File: src/rtl/nes_ctrl_pkg.sv
// Shared types and constants for the NES controller port.
package nes_ctrl_pkg;

  typedef enum logic [2:0] {
    ST_IDLE   = 3'd0,
    ST_LATCH  = 3'd1,
    ST_CLK_HI = 3'd2,
    ST_CLK_LO = 3'd3,
    ST_COMMIT = 3'd4
  } poll_state_e;

  // Bit positions in the button vectors, in pad shift order.
  localparam logic [2:0] BTN_A      = 3'd0;
  localparam logic [2:0] BTN_B      = 3'd1;
  localparam logic [2:0] BTN_SELECT = 3'd2;
  localparam logic [2:0] BTN_START  = 3'd3;
  localparam logic [2:0] BTN_UP     = 3'd4;
  localparam logic [2:0] BTN_DOWN   = 3'd5;
  localparam logic [2:0] BTN_LEFT   = 3'd6;
  localparam logic [2:0] BTN_RIGHT  = 3'd7;

  // Undriven upper data bits read back as this value on the CPU bus.
  localparam logic [7:0] OPEN_BUS = 8'h40;

endpackage

File: src/rtl/nes_controller_port_if.sv
// CPU-side bus for the $4016/$4017 controller registers.
interface nes_controller_port_if;
  logic       cs_n;
  logic       addr;
  logic       rd;
  logic       wr;
  logic [7:0] wr_data;
  logic [7:0] rd_data;

  modport master (output cs_n, addr, rd, wr, wr_data, input rd_data);
  modport slave  (input cs_n, addr, rd, wr, wr_data, output rd_data);
endinterface

File: src/rtl/nes_pad_poller.sv
// Free-running serial poller for both pads: latch, clock out 8 bits, commit.
//
//   state     | meaning
//   ----------+-----------------------------------------------------------
//   ST_IDLE   | wait POLL_CYCLES between polls
//   ST_LATCH  | pad_latch high 2*HALF_BIT_CYCLES; bit 0 sampled on last cycle
//   ST_CLK_HI | pad_clk high HALF_BIT_CYCLES
//   ST_CLK_LO | pad_clk low HALF_BIT_CYCLES; next bit sampled on last cycle
//   ST_COMMIT | one cycle, commit pulse; captured vectors are complete
module nes_pad_poller
  import nes_ctrl_pkg::*;
#(
  parameter int POLL_CYCLES     = 100000,
  parameter int HALF_BIT_CYCLES = 300
) (
  input  logic       clk,
  input  logic       rst_n,
  input  logic       pad_data1_s,
  input  logic       pad_data2_s,
  output logic       pad_latch,
  output logic       pad_clk,
  output logic [7:0] buttons1,
  output logic [7:0] buttons2,
  output logic       commit
);

  localparam int LATCH_CYCLES = 2 * HALF_BIT_CYCLES;
  localparam int CNT_MAX = (POLL_CYCLES > LATCH_CYCLES) ? POLL_CYCLES : LATCH_CYCLES;
  localparam int CNT_W   = $clog2(CNT_MAX + 1);
  localparam logic [CNT_W-1:0] POLL_TC  = CNT_W'(POLL_CYCLES - 1);
  localparam logic [CNT_W-1:0] LATCH_TC = CNT_W'(LATCH_CYCLES - 1);
  localparam logic [CNT_W-1:0] HALF_TC  = CNT_W'(HALF_BIT_CYCLES - 1);

  poll_state_e      state_q, state_d;
  logic [CNT_W-1:0] cnt_q, cnt_d;
  logic [2:0]       bit_q, bit_d;
  logic [7:0]       cap1_q, cap1_d, cap2_q, cap2_d;
  logic             latch_q, latch_d, pclk_q, pclk_d, commit_q, commit_d;

  // Next-state logic; pad outputs are decoded from the next state so they register cleanly.
  always_comb begin
    state_d = state_q;
    cnt_d   = cnt_q + 1'b1;
    bit_d   = bit_q;
    cap1_d  = cap1_q;
    cap2_d  = cap2_q;
    case (state_q)
      ST_IDLE: if (cnt_q == POLL_TC) begin
        state_d = ST_LATCH;
        cnt_d   = '0;
      end
      ST_LATCH: if (cnt_q == LATCH_TC) begin
        cap1_d[BTN_A] = ~pad_data1_s;
        cap2_d[BTN_A] = ~pad_data2_s;
        bit_d   = BTN_B;
        state_d = ST_CLK_HI;
        cnt_d   = '0;
      end
      ST_CLK_HI: if (cnt_q == HALF_TC) begin
        state_d = ST_CLK_LO;
        cnt_d   = '0;
      end
      ST_CLK_LO: if (cnt_q == HALF_TC) begin
        cap1_d[bit_q] = ~pad_data1_s;
        cap2_d[bit_q] = ~pad_data2_s;
        cnt_d = '0;
        if (bit_q == BTN_RIGHT) begin
          state_d = ST_COMMIT;
          bit_d   = BTN_A;
        end else begin
          state_d = ST_CLK_HI;
          bit_d   = bit_q + 3'd1;
        end
      end
      ST_COMMIT: begin
        state_d = ST_IDLE;
        cnt_d   = '0;
      end
      default: begin
        state_d = ST_IDLE;
        cnt_d   = '0;
      end
    endcase
    latch_d  = (state_d == ST_LATCH);
    pclk_d   = (state_d == ST_CLK_HI);
    commit_d = (state_d == ST_COMMIT);
  end

  // Poller registers; reset aborts any poll in flight without committing.
  always_ff @(posedge clk) begin
    if (!rst_n) begin
      state_q  <= ST_IDLE;
      cnt_q    <= '0;
      bit_q    <= BTN_A;
      cap1_q   <= '0;
      cap2_q   <= '0;
      latch_q  <= 1'b0;
      pclk_q   <= 1'b0;
      commit_q <= 1'b0;
    end else begin
      state_q  <= state_d;
      cnt_q    <= cnt_d;
      bit_q    <= bit_d;
      cap1_q   <= cap1_d;
      cap2_q   <= cap2_d;
      latch_q  <= latch_d;
      pclk_q   <= pclk_d;
      commit_q <= commit_d;
    end
  end

  assign pad_latch = latch_q;
  assign pad_clk   = pclk_q;
  assign buttons1  = cap1_q;
  assign buttons2  = cap2_q;
  assign commit    = commit_q;

endmodule

File: src/rtl/nes_controller_port.sv
// NES $4016/$4017 controller port: pad poller plus CPU-visible strobe/shift registers.
module nes_controller_port
  import nes_ctrl_pkg::*;
#(
  parameter int POLL_CYCLES     = 100000,
  parameter int HALF_BIT_CYCLES = 300
) (
  input  logic                        clk,
  input  logic                        rst_n,
  nes_controller_port_if.slave        cpu,
  output logic                        pad_latch,
  output logic                        pad_clk,
  input  logic                        pad_data1,
  input  logic                        pad_data2
);

  logic       p1_meta_q, p1_meta_d, p1_sync_q, p1_sync_d;
  logic       p2_meta_q, p2_meta_d, p2_sync_q, p2_sync_d;
  logic       strobe_q, strobe_d, rd_act_q, rd_act_d;
  logic [7:0] buttons1_q, buttons1_d, buttons2_q, buttons2_d;
  logic [7:0] sr1_q, sr1_d, sr2_q, sr2_d;
  logic [7:0] poll_btn1, poll_btn2;
  logic       poll_commit;
  logic       rd_act, rd_evt, wr_strobe, sel_bit;

  nes_pad_poller #(
    .POLL_CYCLES    (POLL_CYCLES),
    .HALF_BIT_CYCLES(HALF_BIT_CYCLES)
  ) u_poller (
    .clk        (clk),
    .rst_n      (rst_n),
    .pad_data1_s(p1_sync_q),
    .pad_data2_s(p2_sync_q),
    .pad_latch  (pad_latch),
    .pad_clk    (pad_clk),
    .buttons1   (poll_btn1),
    .buttons2   (poll_btn2),
    .commit     (poll_commit)
  );

  // Bus decode, strobe, commit capture and shift-register next values.
  always_comb begin
    rd_act    = cpu.rd & ~cpu.cs_n;
    rd_evt    = rd_act & ~rd_act_q;
    wr_strobe = cpu.wr & ~cpu.cs_n & ~cpu.addr;
    p1_meta_d = pad_data1;
    p1_sync_d = p1_meta_q;
    p2_meta_d = pad_data2;
    p2_sync_d = p2_meta_q;
    rd_act_d  = rd_act;
    // Only bit 0 of the write data is the strobe; the rest is masked off.
    strobe_d   = wr_strobe ? ((cpu.wr_data & 8'h01) != 8'h00) : strobe_q;
    buttons1_d = poll_commit ? poll_btn1 : buttons1_q;
    buttons2_d = poll_commit ? poll_btn2 : buttons2_q;
    // Reload has priority over a read shift while strobe is held.
    sr1_d = sr1_q;
    sr2_d = sr2_q;
    if (strobe_q) begin
      sr1_d = buttons1_q;
      sr2_d = buttons2_q;
    end else if (rd_evt) begin
      if (cpu.addr) sr2_d = {1'b1, sr2_q[7:1]};
      else          sr1_d = {1'b1, sr1_q[7:1]};
    end
    sel_bit     = cpu.addr ? sr2_q[0] : sr1_q[0];
    cpu.rd_data = rd_act ? (OPEN_BUS | {7'b0, sel_bit}) : 8'h00;
  end

  // CPU-side and synchronizer registers.
  always_ff @(posedge clk) begin
    if (!rst_n) begin
      p1_meta_q  <= 1'b0;
      p1_sync_q  <= 1'b0;
      p2_meta_q  <= 1'b0;
      p2_sync_q  <= 1'b0;
      strobe_q   <= 1'b0;
      rd_act_q   <= 1'b0;
      buttons1_q <= 8'h00;
      buttons2_q <= 8'h00;
      sr1_q      <= 8'h00;
      sr2_q      <= 8'h00;
    end else begin
      p1_meta_q  <= p1_meta_d;
      p1_sync_q  <= p1_sync_d;
      p2_meta_q  <= p2_meta_d;
      p2_sync_q  <= p2_sync_d;
      strobe_q   <= strobe_d;
      rd_act_q   <= rd_act_d;
      buttons1_q <= buttons1_d;
      buttons2_q <= buttons2_d;
      sr1_q      <= sr1_d;
      sr2_q      <= sr2_d;
    end
  end

endmodule

File: src/flat_wrapper.sv
// flat-port wrapper written by rule: the top's interface ports become plain ports
module nes_controller_port_flat import nes_ctrl_pkg::*;
#(
  parameter int POLL_CYCLES     = 100000,
  parameter int HALF_BIT_CYCLES = 300
)
  (clk, rst_n, pad_latch, pad_clk, pad_data1, pad_data2, cpu_cs_n, cpu_addr, cpu_rd, cpu_wr, cpu_wr_data, cpu_rd_data);
  nes_controller_port_if cpu_i ();
  input  logic clk;
  input  logic rst_n;
  output logic pad_latch;
  output logic pad_clk;
  input  logic pad_data1;
  input  logic pad_data2;
  input wire logic [$bits(cpu_i.cs_n)-1:0] cpu_cs_n;
  input wire logic [$bits(cpu_i.addr)-1:0] cpu_addr;
  input wire logic [$bits(cpu_i.rd)-1:0] cpu_rd;
  input wire logic [$bits(cpu_i.wr)-1:0] cpu_wr;
  input wire logic [$bits(cpu_i.wr_data)-1:0] cpu_wr_data;
  output wire logic [$bits(cpu_i.rd_data)-1:0] cpu_rd_data;
  assign cpu_i.cs_n = cpu_cs_n;
  assign cpu_i.addr = cpu_addr;
  assign cpu_i.rd = cpu_rd;
  assign cpu_i.wr = cpu_wr;
  assign cpu_i.wr_data = cpu_wr_data;
  assign cpu_rd_data = cpu_i.rd_data;
  nes_controller_port #(.POLL_CYCLES(POLL_CYCLES), .HALF_BIT_CYCLES(HALF_BIT_CYCLES)) u_core (.clk(clk), .rst_n(rst_n), .cpu(cpu_i), .pad_latch(pad_latch), .pad_clk(pad_clk), .pad_data1(pad_data1), .pad_data2(pad_data2));
endmodule
File: config.mk
export PLATFORM = sky130hd
export DESIGN_NAME = nes_controller_port_flat
export DESIGN_NICKNAME = d
export VERILOG_FILES = /design/src/rtl/nes_ctrl_pkg.sv /design/src/rtl/nes_controller_port_if.sv /design/src/rtl/nes_pad_poller.sv /design/src/rtl/nes_controller_port.sv /design/src/flat_wrapper.sv
export SDC_FILE = /design/constraint.sdc
export NUM_CORES = 1
export LEC_CHECK = 0
export CAP_MARGIN = 5
export CORE_MARGIN = 1.5
export CORE_UTILIZATION = 45
export CTS_BUF_LIST = sky130_fd_sc_hd__clkbuf_16
export CTS_CLUSTER_SIZE = 14
export DETAILED_ROUTE_END_ITERATION = 10
export RECOVER_POWER = 50
export SLEW_MARGIN = 20
export SYNTH_ARGS = -nofsm -noshare
export SYNTH_HDL_FRONTEND = slang
export SYNTH_SLANG_ARGS = --single-unit
File: constraint.sdc
create_clock -name clk -period 2 [get_ports clk]
set_input_delay 0.2 -clock clk [delete_from_list [all_inputs] [get_ports clk]]
set_output_delay 0.2 -clock clk [all_outputs]
set_load 0.01 [all_outputs]
### Word level (Yosys, flattened, before mapping)

Index checks and enable logic that the tools add are counted.

| storage, ports and cells | value |
|---|---|
| register bits | 80 |
| input bits | 16 |
| output and inout bits | 10 |
| word-level logic and storage cells | 88 |

| cells by class | value |
|---|---|
| add/subtract/negate cells | 2 |
| $lt $le $gt $ge | 2 |
| equal/unequal tests | 13 |
| mux-type cells | 32 |
| bitwise logic cells | 9 |
| reductions and logical operators | 10 |

Operators by type and width:

| kind | number |
|---|---|
| $mux W17 | 3 |
| $pmux W17 S3 | 1 |
| $mux W8 | 6 |
| $mux W3 | 8 |
| $add A17 B1 Y17 const B | 1 |
| $eq A17 B10 Y1 const B | 1 |
| $eq A17 B17 Y1 const B | 1 |
| $eq A17 B9 Y1 const B | 1 |
| $bwmux W8 | 2 |
| $pmux W3 S4 | 1 |
| $eq A3 B2 Y1 const B | 3 |
| $mux W7 | 1 |
| $eq A3 B1 Y1 const B | 2 |
| $eq A3 B3 Y1 const B | 2 |
| $mux W1 | 6 |
| $pmux W3 S2 | 1 |
| $reduce_and A2 Y1 | 3 |
| $reduce_bool A2 Y1 | 3 |
| $not A1 Y1 | 5 |
| $and A1 B1 Y1 | 4 |
| $lt A3 B4 Y1 const B | 1 |
| $ne A2 B2 Y1 const B | 2 |
| $pmux W1 S2 | 2 |
| $add A3 B1 Y3 const B | 1 |
| other kinds (7) | 7 |

### Depth between registers and ports, before layout

Gate-level depths: netlist (run 1).

| logic depth | value |
|---|---|
| depth after elaboration | 7 |
| mapped depth | 7 |
| mapped depth without buffers | 6 |

### Modules after synthesis

From an unflattened synthesis (run 1), not the netlist that was laid out.

| unflattened totals | value |
|---|---|
| cell total of the unflattened synthesis | 367 |
| area, all modules | 3,553.4 µm² |

Modules (own cells, without submodules):

| module | instances | cells an instance | area each (µm²) | seq. area each (µm²) |
|---|---|---|---|---|
| nes_pad_poller | 1 | 216 | 1,995.7 | 840.8 |
| nes_controller_port | 1 | 151 | 1,557.7 | 760.7 |

### Least setup slack after synthesis (run 1)

No wires, ideal clock.

| path | value |
|---|---|
| path type | register to register |
| start | register u_core.u_poller.cnt_q[0] |
| end | register u_core.u_poller.cap1_q[2], in the netlist u_core.u_poller.buttons1[2] |
| library setup time | 72 ps |
| data arrival time | 1,732 ps |
| data required time | 1,928 ps |
| setup slack | 197 ps |
| cell stages (with the launch flop) | 7 |
| path buffers | 0 |
| period minus slack after synthesis | 1,803 ps |
| path through | dfxtp_1 > ha_1 > and4bb_2 > nand4_4 > nand2b_4 > nor4b_4 > mux2i_1 |

| on the way | value |
|---|---|
| word-level cells in the longest chain between the ends | 2 |

Ends and longest elaborated chain:

| item | line | text |
|---|---|---|
| start, declared | nes_pad_poller.sv:35 | `logic [CNT_W-1:0] cnt_q, cnt_d;` |
| start signal, assigned | nes_pad_poller.sv:102 | `cnt_q <= cnt_d;` |
| $eq A17 B9 Y1 | nes_pad_poller.sv:63 | `ST_CLK_LO: if (cnt_q == HALF_TC) begin` |
| $reduce_and A2 Y1 (no source line) | - |  |
| end signal, assigned | nes_pad_poller.sv:104 | `cap1_q <= cap1_d;` |
| end, declared | nes_pad_poller.sv:37 | `logic [7:0] cap1_q, cap1_d, cap2_q, cap2_d;` |

Every way passes these cells.
A chain may end at the register's enable or synchronous reset.

### Final worst setup path (run 1)

| path | value |
|---|---|
| start | register u_core.u_poller.cnt_q[1] |
| end | register u_core.u_poller.cap1_q[1], in the netlist u_core.u_poller.buttons1[1] |

Same word-level chain as after synthesis.

==> results.json, run 1 <==
{
  "outcome": "complete, no violations",
  "cts_made_buffers": 9,
  "yosysTopAreaCell": "dfxtp_1",
  "drc": 0,
  "chipWidth_um": 92.6,
  "port_buffers": 12,
  "clkPwrFrac_pct": 52.8,
  "hp-class": "in2reg",
  "p_sw_uw": 773,
  "slew_violations": 0,
  "synth-compound-area-share_pct": 8.28,
  "post_cts_buffers": 0,
  "grt_max_degree": 51,
  "syn_inst": 364,
  "syn_to_final_growth_pct": 15.8,
  "dp_hpwl_um": 4380,
  "synth-xor-area-share_pct": 3.88,
  "max-slew-margin-rel_pct": 41.3,
  "utilization_pct": 54.1,
  "tightest_slew_ns": 0.881,
  "clk_path_buf_depth": 2,
  "placedCellCount": 467,
  "endpoint_kind": "register",
  "max_freq_ghz": 0.537,
  "maxCapViolCount": 0,
  "first_pass_iters": 4,
  "cts_sinks": 80,
  "ys_seq_area_share_pct": 44.4,
  "wl_per_cell_um": 13.7,
  "die_area_um2": 8570,
  "synth_top_family_by_area": "simple AND/OR/NAND/NOR gates",
  "drtIter0Drc": 69,
  "dieHeight_um": 92.6,
  "cts_tree": "done",
  "vias": 2500,
  "syn_area_um2": 3610,
  "nets": 396,
  "cts.repair.resized": 0,
  "finalNonFillerCells": 483,
  "grt_first_pass_wirelength_um": 11100,
  "synth-async-reset-ratio_pct": 0,
  "hp-start": "rst_n",
  "synth_ff_type": "dfxtp_1",
  "grt-ovfl-total": 0,
  "cts_root_buf": "clkbuf_16",
  "clk_latency_ns": 0.34,
  "crit_type": "reg2reg",
  "synth.avg_cell_area_um2": 9.92,
  "tns_ns": 0,
  "pin_count": 26,
  "core_um2": 7730,
  "synth_area_leaders": "dfxtp_1, mux2i_1, nand2_1",
  "fin_hold_ws_ns": 0.395,
  "fin_crit_ns": 1.86,
  "ir_drop_uv": 414,
  "worstSetupStartpointType": "register",
  "synthAdderAreaFrac_pct": 1.39,
  "r2r-start": "u_core.u_poller.cnt_q[1]$_SDFF_PN0_",
  "grt_usage_pct": 16.6,
  "synthDistinctLibCells": 47,
  "fin_skew_ns": 0.00535,
  "hold_viol_final": 0,
  "ys.warnings.count": 0,
  "synthSimpleGateAreaFrac_pct": 24.5,
  "power_frac_seq_pct": 43.1,
  "p_sw_share_pct": 20.2,
  "post_synth_mux_area_share_pct": 13.0,
  "cp_max_fo": 5,
  "ant_nets": 0,
  "rsz0062_at_grt": "false",
  "worst_ep_arrival_time_ns": 2.12,
  "cts_hold_buf": 0,
  "yosysMostFrequentCell": "dfxtp_1",
  "antenna_found_initial": 0,
  "combPwrFrac_pct": 4.1,
  "initial_utilization_pct": 46.7,
  "grt_pass1_vias": 2370,
  "p_int_uw": 3050,
  "crit_required_ns": 2.26,
  "startpoint": "u_core.u_poller.cnt_q[1]$_SDFF_PN0_",
  "leakagePower_uw": 0.00173,
  "netlist_top_cells_count": "dfxtp_1, mux2i_1, nand2_1",
  "viasPerCell": 5.18,
  "htreeDepth": 3,
  "layout-drive-gt1-share_pct": 12.3,
  "ys_seq_elements": 80,
  "rows": 32,
  "clk_pin_slew_ns": 0.06,
  "fin_crit_sh_pct": 93.1,
  "synth_top_area_share_pct": 44.4,
  "setup_viol": 0,
  "antenna_cells": 0,
  "drt-total-wl_um": 6600,
  "power.density_nw_per_um2": 915,
  "gp_congestion": 0.793,
  "synth-edff-count": 0
}
-- layout by cell type (no fill, tap or decap), types with 5 or more instances in the layout --
| cell type | instances |
|---|---|
| conb_1 | 6 |
| inv_1 | 6 |
| nor2b_1 | 19 |
| nand3_1 | 10 |
| clkbuf_16 | 9 |
| nand2b_1 | 5 |
| and2_1 | 6 |
| xnor2_1 | 5 |
| dfxtp_1 | 79 |
| mux2i_1 | 47 |
| and3_1 | 10 |
| clkdlybuf4s50_1 | 8 |
| nand2_1 | 41 |
| buf_4 | 10 |
| nor2_1 | 25 |
| xor2_1 | 11 |
| o211a_1 | 15 |
-- through the flow --
stage | setup WS (ns) | instance area (um^2) | power, uW
CTS | 0.0890 | 4180 | 3860
global route | 0.0142 | 4180 | 3940
finish | 0.139 | 4180 | 3820
detailed placement | 0.0931 | 3820 | 1840
global placement | 0.155 | 3820 | 1840
floorplan | 0.197 | 3630 | 1800
-- critical path: stages, from the launching register on --
cell and delay (ns):
dfxtp_1 0.39, ha_1 0.20, and4bb_2 0.28, nand4_4 0.14, nand2b_4 0.22, nor4b_4 0.31
mux2i_1 0.24
-- power groups by stage --
stage | Sequential, uW | Combinational, uW | Clock, uW
finish | 1650 | 155 | 2020
global route | 1650 | 176 | 2110
CTS | 1650 | 159 | 2060
detailed placement | 1680 | 157 | 0
global placement | 1680 | 155 | 0
floorplan | 1680 | 124 | 0
-- layer usage --
layer | vias up | share of wire (%) | global-route usage (%) | wire length [um]
met3 | 15 | 2.5 | 3.12 | 166
met1 | 1180 | 49 | 21.0 | 3270
met2 | 27 | 46 | 26.4 | 3010
met4 | 0 | 2.4 | 9.36 | 157
met5 | - | 0 | 0 | 0
li1 | 1278 | - | - | -
-- state kept, by name (all words and copies together) (netlist names) --
signal and count:
u_core.buttons2_q 8, u_core.u_poller.buttons1 8, u_core.sr2_q 8, u_core.rd_act_q 1, u_core.u_poller.buttons2 8, u_core.u_poller.commit 1, u_core.u_poller.pad_clk 1, u_core.p1_meta_q 1
u_core.sr1_q 8, u_core.p2_meta_q 1, u_core.u_poller.cnt_q 17, u_core.p1_sync_q 1, u_core.u_poller.state_q 3, u_core.u_poller.pad_latch 1, u_core.u_poller.bit_q 3, u_core.buttons1_q 8
u_core.p2_sync_q 1, u_core.strobe_q 1
-- cell families (layout without fill, tap and decap cells) --
logic type | Yosys count | in the layout
xor gates and xnor gates | 16 | 16
other | 1 | 6
and+or+nand+nor | 148 | 148
buffers and inverters | 33 | 45
AOI/OAI and AO/OA | 35 | 35
adders and majority gates | 4 | 4
DFF | 80 | 80
muxes | 47 | 47
-- final timing paths --
| path | to | slack, ns | cells past startpoint |
|---|---|---|---|
| worst max-delay path | u_core.u_poller.buttons1[1]$_SDFFE_PN0P_ | 0.14 | 6 |
| worst min-delay path | u_core.u_poller.bit_q[1]$_SDFFE_PN0P_ | 0.39 | 2 |
| worst max register to register | u_core.u_poller.buttons1[1]$_SDFFE_PN0P_ | 0.14 | 6 |
| worst min register to register | u_core.p2_sync_q$_SDFF_PN0_ | 0.43 | 1 |
-- area by class of cell --
class                           count  area, um^2
Sequential cell                    80        1600
Fill cell                         719        3550
Tap cell                          102         128
Inverter                            6        22.5
Clock inverter                      7         143
Multi-Input combinational cell    256        1870
Timing Repair Buffer               23         194
Clock buffer                        9         225
Power figures use the tool's default switching activity.
==> run 2, diff against run 1 <==
Settings changed: CORE_UTILIZATION 45 to 35, MAX_ROUTING_LAYER set to met4.
==> run 2 against run 1 <==
Cell count up 6.8%. Die area up 28%. Setup slack worse by 0.023 ns. Sequential share of layout area up 0.41 points. Clock-buffer cell count unchanged. Flip-flop and latch count unchanged. Highest routed layer unchanged.
==> results.json, run 2 (synthesized netlist as in run 1, its figures left out) <==
{
  "dieHeight_um": 105,
  "ir_drop_uv": 481,
  "tns_ns": 0,
  "clk_pin_slew_ns": 0.06,
  "power_frac_seq_pct": 49.6,
  "dp_hpwl_um": 4490,
  "post_cts_buffers": 0,
  "grt_max_degree": 41,
  "cts.repair.resized": 0,
  "max-slew-margin-rel_pct": 17.6,
  "cts_sinks": 80,
  "hp-class": "in2reg",
  "drt-total-wl_um": 6350,
  "grt_first_pass_wirelength_um": 11200,
  "crit_required_ns": 2.20,
  "htreeDepth": 3,
  "leakagePower_uw": 0.00169,
  "grt_usage_pct": 13.0,
  "worstSetupStartpointType": "register",
  "clkPwrFrac_pct": 45.6,
  "p_sw_share_pct": 23.0,
  "max_stage_delay_ns": 0.38,
  "initial_utilization_pct": 36.4,
  "fin_crit_ns": 1.88,
  "cp_max_fo": 5,
  "nFillCells": 971,
  "critPathTopFamily": "simple AND/OR/NAND/NOR gates",
  "largest_register_ffs": 17,
  "slew_violations": 0,
  "layout_common_cells": "dfxtp_1, mux2i_1, nand2_1, nor2_1, nor2b_1",
  "wl_per_cell_um": 12.3,
  "fin_skew_ns": 0.00645,
  "core_um2": 9910,
  "clk_latency_ns": 0.33,
  "p_int_uw": 2550,
  "antenna_found_initial": 0,
  "grt_pass1_vias": 2430,
  "placedCellCount": 500,
  "nets": 398,
  "max_freq_ghz": 0.531,
  "syn_to_final_growth_pct": 14.5,
  "die_area_um2": 10900,
  "drtIter0Drc": 87,
  "crit_chain": "ha_1 -> and4bb_2 -> nand4_4 -> nor3_2 -> nand3_1 -> mux2i_1",
  "maxCapViolCount": 0,
  "rows": 36,
  "outcome": "complete, no violations",
  "port_buffers": 12,
  "pin_count": 26,
  "viasPerCell": 4.81,
  "grt-ovfl-total": 0,
  "endpoint_kind": "register",
  "first_pass_iters": 6,
  "fin_hold_ws_ns": 0.393,
  "cpMaxStageDelayCell": "dfxtp_1",
  "vias": 2480,
  "cts_made_buffers": 9,
  "cp.buffers_inverters": 0,
  "finalNonFillerCells": 516,
  "cts_tree": "done",
  "fin_crit_sh_pct": 94.2,
  "antenna_cells": 0,
  "power.density_nw_per_um2": 803,
  "layout-drive-gt1-share_pct": 11.7,
  "drc": 0,
  "cts_hold_buf": 0,
  "rsz0062_at_grt": "false",
  "p_sw_uw": 765,
  "chipWidth_um": 105,
  "ant_nets": 0,
  "cts_root_buf": "clkbuf_16",
  "worst_ep_arrival_time_ns": 2.09,
  "clk_path_buf_depth": 2,
  "tightest_slew_ns": 1.24,
  "gp_congestion": 0.791,
  "crit_type": "reg2reg",
  "hold_viol_final": 0,
  "setup_viol": 0,
  "combPwrFrac_pct": 4.8,
  "layout_commonest_cell": "dfxtp_1",
  "max_flop_register": "u_core.u_poller.cnt_q"
}
run 2: cell types whose count changed in the layout (fill, tap and decap cells not counted):
cell,before,now
bufinv_16,4,0
buf_4,10,9
clkinv_4,1,2
clkinv_2,1,2
dfxtp_2,1,0
dfxtp_1,79,80
inv_6,1,3
clkbuf_1,1,4
run 2: power by group through the flow:
stage,clock [uW],combinational (uW),sequential [uW]
after floorplan,0,124,1680
after global placement,0,162,1680
after detailed placement,0,166,1680
after CTS,1570,166,1650
after global routing,1640,181,1650
final,1510,159,1650
run 2: metal layers:
metal | global-route usage, % | share of wire (%) | up-vias
met1 | 15.4 | 49 | 1160
met4 | 5.95 | 1.5 | 0
met3 | 3.24 | 2.5 | 10
met5 | - | 0 | -
met2 | 20.9 | 47 | 23
li1 | - | - | 1287
run 2: stage by stage:
| stage | util (%) | power (uW) | area, um^2 | worst slack [ns] |
|---|---|---|---|---|
| 3_3_place_gp | 39.1 | 1840 | 3870 | 0.190 |
| 3_5_place_dp | 39.1 | 1850 | 3870 | 0.117 |
| 6_report | 41.7 | 3320 | 4130 | 0.116 |
| 2_1_floorplan | - | 1800 | 3630 | 0.197 |
| 5_1_grt | 41.7 | 3470 | 4130 | 0.0128 |
| 4_1_cts | 41.9 | 3380 | 4150 | 0.109 |
run 2: final timing paths:
check | depth (start not counted) | endpoint | slack [ns] | startpoint
max | 6 | u_core.u_poller.buttons1[7]$_SDFFE_PN0P_ | 0.12 | u_core.u_poller.cnt_q[1]$_SDFF_PN0_
min | 2 | u_core.sr2_q[4]$_SDFFE_PN0P_ | 0.39 | rst_n
max reg2reg | 6 | u_core.u_poller.buttons1[7]$_SDFFE_PN0P_ | 0.12 | u_core.u_poller.cnt_q[1]$_SDFF_PN0_
min reg2reg | 1 | u_core.p2_sync_q$_SDFF_PN0_ | 0.44 | u_core.p2_meta_q$_SDFF_PN0_
run 2: area by class of cell:
| cell class | count | area (um^2) | area share (%) |
|---|---|---|---|
| multi-input cells | 256 | 1870 | 45.2 |
| flip-flops and latches | 80 | 1600 | 38.7 |
| clock buffers | 9 | 225 | 5.45 |
| repair buffers | 25 | 198 | 4.78 |
| well taps | 133 | 166 | 4.03 |
| clock inverters | 7 | 53.8 | 1.30 |
| inverters | 6 | 22.5 | 0.545 |
